--- src/rtl/bus_arb_pkg.sv ---
// bus_arb_pkg: shared types and constants for the bus host arbiter.
package bus_arb_pkg;
    typedef enum logic {IDLE, HOLD} bus_arb_state_e;
    localparam int BusArbFifoDepth = 2;
    function automatic int id_width(input int n);
        return $clog2(n);
    endfunction
endpackage

--- src/rtl/bus_arb_id_fifo.sv ---
// bus_arb_id_fifo: 2-entry FIFO of granted host IDs awaiting their responses.
module bus_arb_id_fifo
    import bus_arb_pkg::*;
#(
    parameter int IdW = 2
) (
    input  logic           clk_i,
    input  logic           rst_i,
    input  logic           push_i,
    input  logic           pop_i,
    input  logic [IdW-1:0] id_i,
    output logic           full_o,
    output logic           empty_o,
    output logic [IdW-1:0] head_o
);
    logic [IdW-1:0] mem_q [BusArbFifoDepth];
    logic           rd_ptr_q, wr_ptr_q;
    logic [1:0]     cnt_q;

    assign full_o  = (cnt_q == 2'(BusArbFifoDepth));
    assign empty_o = (cnt_q == 2'd0);
    assign head_o  = mem_q[rd_ptr_q];

    // When full, push with pop writes the slot being read; the head is consumed this cycle.
    always_ff @(posedge clk_i or posedge rst_i) begin
        if (rst_i) begin
            mem_q    <= '{default: '0};
            rd_ptr_q <= 1'b0;
            wr_ptr_q <= 1'b0;
            cnt_q    <= 2'd0;
        end else begin
            if (push_i) mem_q[wr_ptr_q] <= id_i;
            wr_ptr_q <= wr_ptr_q ^ push_i;
            rd_ptr_q <= rd_ptr_q ^ pop_i;
            cnt_q    <= cnt_q + 2'(push_i) - 2'(pop_i);
        end
    end
endmodule

--- src/rtl/bus_host_arbiter.sv ---
// bus_host_arbiter: round-robin arbiter of NrHosts bus hosts onto one device port.
// Define BUS_ARB_FIXED_PRIO_EN for fixed priority (lowest host index wins).
module bus_host_arbiter
    import bus_arb_pkg::*;
#(
    parameter int NrHosts   = 3,
    parameter int AddrWidth = 32,
    parameter int DataWidth = 32
) (
    input  logic                             clk_sys_i,
    input  logic                             rst_sys_i,
    input  logic [NrHosts-1:0]               host_req_i,
    input  logic [NrHosts-1:0]               host_we_i,
    input  logic [NrHosts*DataWidth/8-1:0]   host_be_i,
    input  logic [NrHosts*AddrWidth-1:0]     host_addr_i,
    input  logic [NrHosts*DataWidth-1:0]     host_wdata_i,
    output logic [NrHosts-1:0]               host_gnt_o,
    output logic [NrHosts-1:0]               host_rvalid_o,
    output logic [DataWidth-1:0]             host_rdata_o,
    output logic                             host_err_o,
    output logic                             dev_req_o,
    output logic                             dev_we_o,
    output logic [DataWidth/8-1:0]           dev_be_o,
    output logic [AddrWidth-1:0]             dev_addr_o,
    output logic [DataWidth-1:0]             dev_wdata_o,
    input  logic                             dev_gnt_i,
    input  logic                             dev_rvalid_i,
    input  logic [DataWidth-1:0]             dev_rdata_i,
    input  logic                             dev_err_i,
    output logic                             protocol_err_o
);
    localparam int IdW = id_width(NrHosts);
    localparam int BeW = DataWidth / 8;

    bus_arb_state_e state_q, state_d;
    logic [IdW-1:0] hold_id_q, hold_id_d, prio_q, rr_id, cand, fifo_head;
    logic           perr_q, fifo_full, fifo_empty, fifo_pop, req, gnt, rsp;

`ifdef BUS_ARB_FIXED_PRIO_EN
    assign prio_q = '0;
`else
    logic [IdW-1:0] prio_d;
    assign prio_d = gnt ? ((cand == IdW'(NrHosts - 1)) ? '0 : cand + 1'b1) : prio_q;
    always_ff @(posedge clk_sys_i or posedge rst_sys_i) begin
        if (rst_sys_i) prio_q <= '0;
        else prio_q <= prio_d;
    end
`endif

    always_comb begin
        rr_id = '0;
        for (int k = NrHosts - 1; k >= 0; k--)
            if (host_req_i[(int'(prio_q) + k) % NrHosts]) rr_id = IdW'((int'(prio_q) + k) % NrHosts);
    end

    // A pop in the same cycle frees the slot, so a full FIFO may still accept a grant.
    assign fifo_pop = dev_rvalid_i && !fifo_empty && !rst_sys_i;
    assign cand     = (state_q == HOLD) ? hold_id_q : rr_id;
    assign req      = !rst_sys_i && (!fifo_full || fifo_pop) && (state_q == HOLD || |host_req_i);
    assign gnt      = req && dev_gnt_i;
    assign rsp      = fifo_pop;

    always_comb begin
        state_d   = ((state_q == HOLD || req) && !gnt) ? HOLD : IDLE;
        hold_id_d = (state_q == IDLE && req && !gnt) ? rr_id : hold_id_q;
    end

    always_ff @(posedge clk_sys_i or posedge rst_sys_i) begin
        if (rst_sys_i) begin
            state_q   <= IDLE;
            hold_id_q <= '0;
            perr_q    <= 1'b0;
        end else begin
            state_q   <= state_d;
            hold_id_q <= hold_id_d;
            perr_q    <= perr_q | (dev_rvalid_i & fifo_empty);
        end
    end

    bus_arb_id_fifo #(.IdW(IdW)) u_id_fifo (
        .clk_i   (clk_sys_i),
        .rst_i   (rst_sys_i),
        .push_i  (gnt),
        .pop_i   (fifo_pop),
        .id_i    (cand),
        .full_o  (fifo_full),
        .empty_o (fifo_empty),
        .head_o  (fifo_head)
    );

    assign dev_req_o      = req;
    assign dev_we_o       = req & host_we_i[cand];
    assign dev_be_o       = req ? host_be_i[cand*BeW +: BeW] : '0;
    assign dev_addr_o     = req ? host_addr_i[cand*AddrWidth +: AddrWidth] : '0;
    assign dev_wdata_o    = req ? host_wdata_i[cand*DataWidth +: DataWidth] : '0;
    assign host_gnt_o     = gnt ? (NrHosts'(1) << cand) : '0;
    assign host_rvalid_o  = rsp ? (NrHosts'(1) << fifo_head) : '0;
    assign host_rdata_o   = rsp ? dev_rdata_i : '0;
    assign host_err_o     = rsp & dev_err_i;
    assign protocol_err_o = perr_q;
endmodule
--- config.mk ---
export PLATFORM = sky130hd
export DESIGN_NAME = bus_host_arbiter
export DESIGN_NICKNAME = d
export VERILOG_FILES = /design/src/rtl/bus_arb_pkg.sv /design/src/rtl/bus_arb_id_fifo.sv /design/src/rtl/bus_host_arbiter.sv
export SDC_FILE = /design/constraint.sdc
export NUM_CORES = 1
export LEC_CHECK = 0
export CORE_AREA = 2 2 139 141
export DETAILED_ROUTE_END_ITERATION = 7
export DIE_AREA = 0 0 141 143
export SKIP_LAST_GASP = 1
export SLEW_MARGIN = 0
export SYNTH_ARGS = -nofsm -noshare
export SYNTH_HDL_FRONTEND = slang
export SYNTH_SLANG_ARGS = --single-unit
export TNS_END_PERCENT = 100
--- constraint.sdc ---
create_clock -name clk_sys_i -period 4.3 [get_ports clk_sys_i]
set_clock_uncertainty 0.05 [all_clocks]
set_input_delay 0.86 -clock clk_sys_i [delete_from_list [all_inputs] [get_ports clk_sys_i]]
set_output_delay 0.86 -clock clk_sys_i [all_outputs]
set_load 0.02 [all_outputs]
==> reports/qor.yml <==
p_sw_frac: 0.4868
cp_common_cell: "clkdlybuf4s50_1"
fin_area_mm2: 0.007661
htreeDepth: 1
hold_end: "protocol_err_o"
critPathTopFamily: "buffers and inverters"
pwr-share-clk: 0.052
r2r_cells: 7
drt_iter0_markers: 135
antenna_cells: 0
wl_per_cell_um: 17.38
dieArea_mm2: 0.02016
vias_per_cell: 4.493
layout.nets: 977
cts_buffer_depth: 2
seqPwrFrac: 0.066
setup_viol: 0
rrSetupSlack_ps: 1930
comb_power_share: 0.882
fmax_ghz: 0.2354
multi_input_area_mm2: 0.002811
cts_inserted_buffers: 3
critical_path.max_stage_delay_ps: 550
routabilityCongestion: 0.7499
antenna_found_initial: 0
yosys_most_used_dff: "dfrtp_1"
utilization: 0.4123
p_int_mw: 1.917
synth_cells: 380
grt_use_total: 0.1504
worst_pin_slew_ps: 555.9
synth-seq-cells: 14
path_class: "input port to output port"
worstHoldPathCells: 1
firstDrtPassIters: 4
vdd_drop_max_v: 0.0004113
start_util: 0.1859
crit_path_end_kind: "output port"
port_buffers: 356
drive_above_1_share: 0.1565
placedInstanceArea_mm2: 0.007437
boundaryPins: 357
path_cells: "clkdlybuf4s50_1 > nor3b_2 > nor3_2 > o31ai_4 > buf_4 > buf_12 > mux2i_2 > o32ai_2 > clkdlybuf4s50_1"
clk_pin_slew_ps: 50
grt_max_degree: 52
worst-path-max-fanout: 6
yosysWarnings: 0
grt-ovfl-total: 0
holdCritStartpoint: "protocol_err_o"
routed_wl_um: 16610
die_x_um: 141
whs_ps: 398.3
cp.arrival_ps: 3340
syn_nets: 634
cellPowerDensity_mw_per_mm2: 487.7
drcViolationCount: 0
clk_latency_ps: 250
yosysSeqAreaShare: 0.1014
synth_edf_count: 0
crit_required_ps: 3390
dpl.hpwl_um: 13160
ys_types: 38
vias: 4295
regArea_um2: 350.3
grt_pass1_vias: 4341
hold_path_class: "register to register"
finalHoldViolCount: 0
drv_cap: 0
tritoncts: "built"
cts_root_buf: "clkbuf_16"
p_sw_mw: 1.819
ant_nets: 0
path_buf_inv: 4
core_mm2: 0.01858
fillers: 1830
critPathSlowestCell: "clkdlybuf4s50_1"
drv_slew: 0
r2r_end: "u_id_fifo.mem_q[0]"
syn_to_final_growth_pct: 121.8
rsz0062_at_grt: "true"
fp.dieH_um: 143
ys_async_sr_fraction: 1.000
relSlewSlack: 0.6290
syn_area_per_cell_um2: 9.088
grt_first_pass_wirelength_um: 24240
fin_crit_sh: 0.9879
p_leak_nw: 3.555
setup.worst_path.start_class: "input port"
clock_sinks: 14
status: "finished, final reports clean"
rows: 50
syn_area_mm2: 0.003453
timing.final.crit_period_ps: 4248
==> Yosys cell counts, types with 2 or more instances <==
cell | number | area (um2)
nand2_1 | 77 | 289.0
mux2i_1 | 69 | 690.7
o32ai_2 | 69 | 1122
and2_1 | 33 | 206.5
clkbuf_1 | 16 | 60.06
dfrtp_1 | 14 | 350.3
inv_1 | 11 | 41.29
buf_6 | 10 | 112.6
buf_2 | 9 | 45.04
buf_4 | 9 | 67.56
nor2_1 | 8 | 30.03
ha_1 | 7 | 87.58
nor2b_1 | 7 | 43.79
nor3b_1 | 5 | 37.54
a31oi_1 | 3 | 18.77
mux2_2 | 3 | 33.78
nor3_1 | 3 | 15.01
o21ai_1 | 3 | 15.01
a21oi_1 | 2 | 10.01
nand2b_1 | 2 | 12.51
nor3_2 | 2 | 20.02
xnor2_1 | 2 | 17.52
==> worst max-delay path by stage <==
stage,cells after the start,to,slack [ps],startpoint
floorplan,7,dev_addr_o[0],1220,host_req_i[0]
global placement,9,dev_addr_o[13],-150,host_req_i[1]
detailed placement,9,dev_addr_o[13],-160,host_req_i[1]
CTS,9,dev_wdata_o[2],0.06,host_req_i[1]
global route,9,dev_wdata_o[10],-60,host_req_i[1]
finish,9,dev_wdata_o[10],50,host_req_i[1]
==> per-stage QoR <==
stage	TNS [ps]	std cells	setup WS, ps	power [mW]
after floorplan	0	380	1215	2.300
after global placement	-206.2	952	-145.4	3.646
after CTS	0	956	0.05795	3.824
after global routing	-57.30	956	-57.30	3.957
after detailed placement	-246.5	952	-157.8	3.644
final	0	956	51.94	3.736
==> per-layer routing <==
metal	global-route usage	routed length, um
met1	0.1798	6597
met2	0.2780	8509
met3	0.03622	1356
met4	0.02316	150
met5	0	0
==> worst register-to-register path, delay by kind of cell (launching register included) <==
family	cells	cell delay [ps]
DFF	1	540
adders and majority gates	1	230
and+or+nand+nor	3	730
muxes	1	350
buffers and inverters	2	330
==> registers in the layout (all words and copies together) (netlist names), named ones only <==
name,flops
u_id_fifo.cnt_q,2
u_id_fifo.rd_ptr_q,1
u_id_fifo.mem_q,4
prio_q,2
protocol_err_o,1
hold_id_q,2
u_id_fifo.wr_ptr_q,1
==> kinds of logic (layout without fill, tap and decap cells) <==
family                     after synthesis  after routing  synth area share
and+or+nand+nor                        141            141            0.1989
xor gates and xnor gates                 3              3          0.007610
DFF                                     14             14            0.1015
muxes                                   72             72            0.2098
buffers and inverters                   57            399           0.09674
adders and majority gates                7              7           0.02536
AOI/OAI and AO/OA                       86             86            0.3601
==> power groups by stage <==
| stage | logic, mW | registers, mW | clock network (mW) |
|---|---|---|---|
| after floorplan | 2.08 | 0.223 | 0 |
| after global placement | 3.40 | 0.247 | 0 |
| after detailed placement | 3.40 | 0.249 | 0 |
| after CTS | 3.38 | 0.247 | 0.199 |
| after global routing | 3.49 | 0.258 | 0.209 |
| final | 3.29 | 0.246 | 0.195 |
==> cell type report <==
class / instances / area share
inverters: 12 / 0.005879
well taps: 234 / 0.03822
multi-input cells: 309 / 0.3670
clock buffers: 4 / 0.01160
flip-flops and latches: 14 / 0.04573
repair buffers: 383 / 0.5316
==> what timing repair did <==
item / in CTS / in global routing
pin swaps: 0 / 0
hold endpoints to repair: 0 / 0
gates resized for setup: 11 / 59
setup endpoints to repair: 11 / 59
hold buffers: 0 / 0
setup buffers: 0 / 0
==> placed cells by master (no fill, tap or decap), drive strengths merged, types with 7 or more instances in the layout <==
master         instances
ha                     7
dlymetal6s2s          58
nor2b                  7
and2                  33
o32ai                 69
inv                   12
dfrtp                 14
mux2i                 69
nand2                 77
dlygate4sd2           11
buf                   27
nor2                   8
clkdlybuf4s50        287
Power figures use the tool's default switching activity.
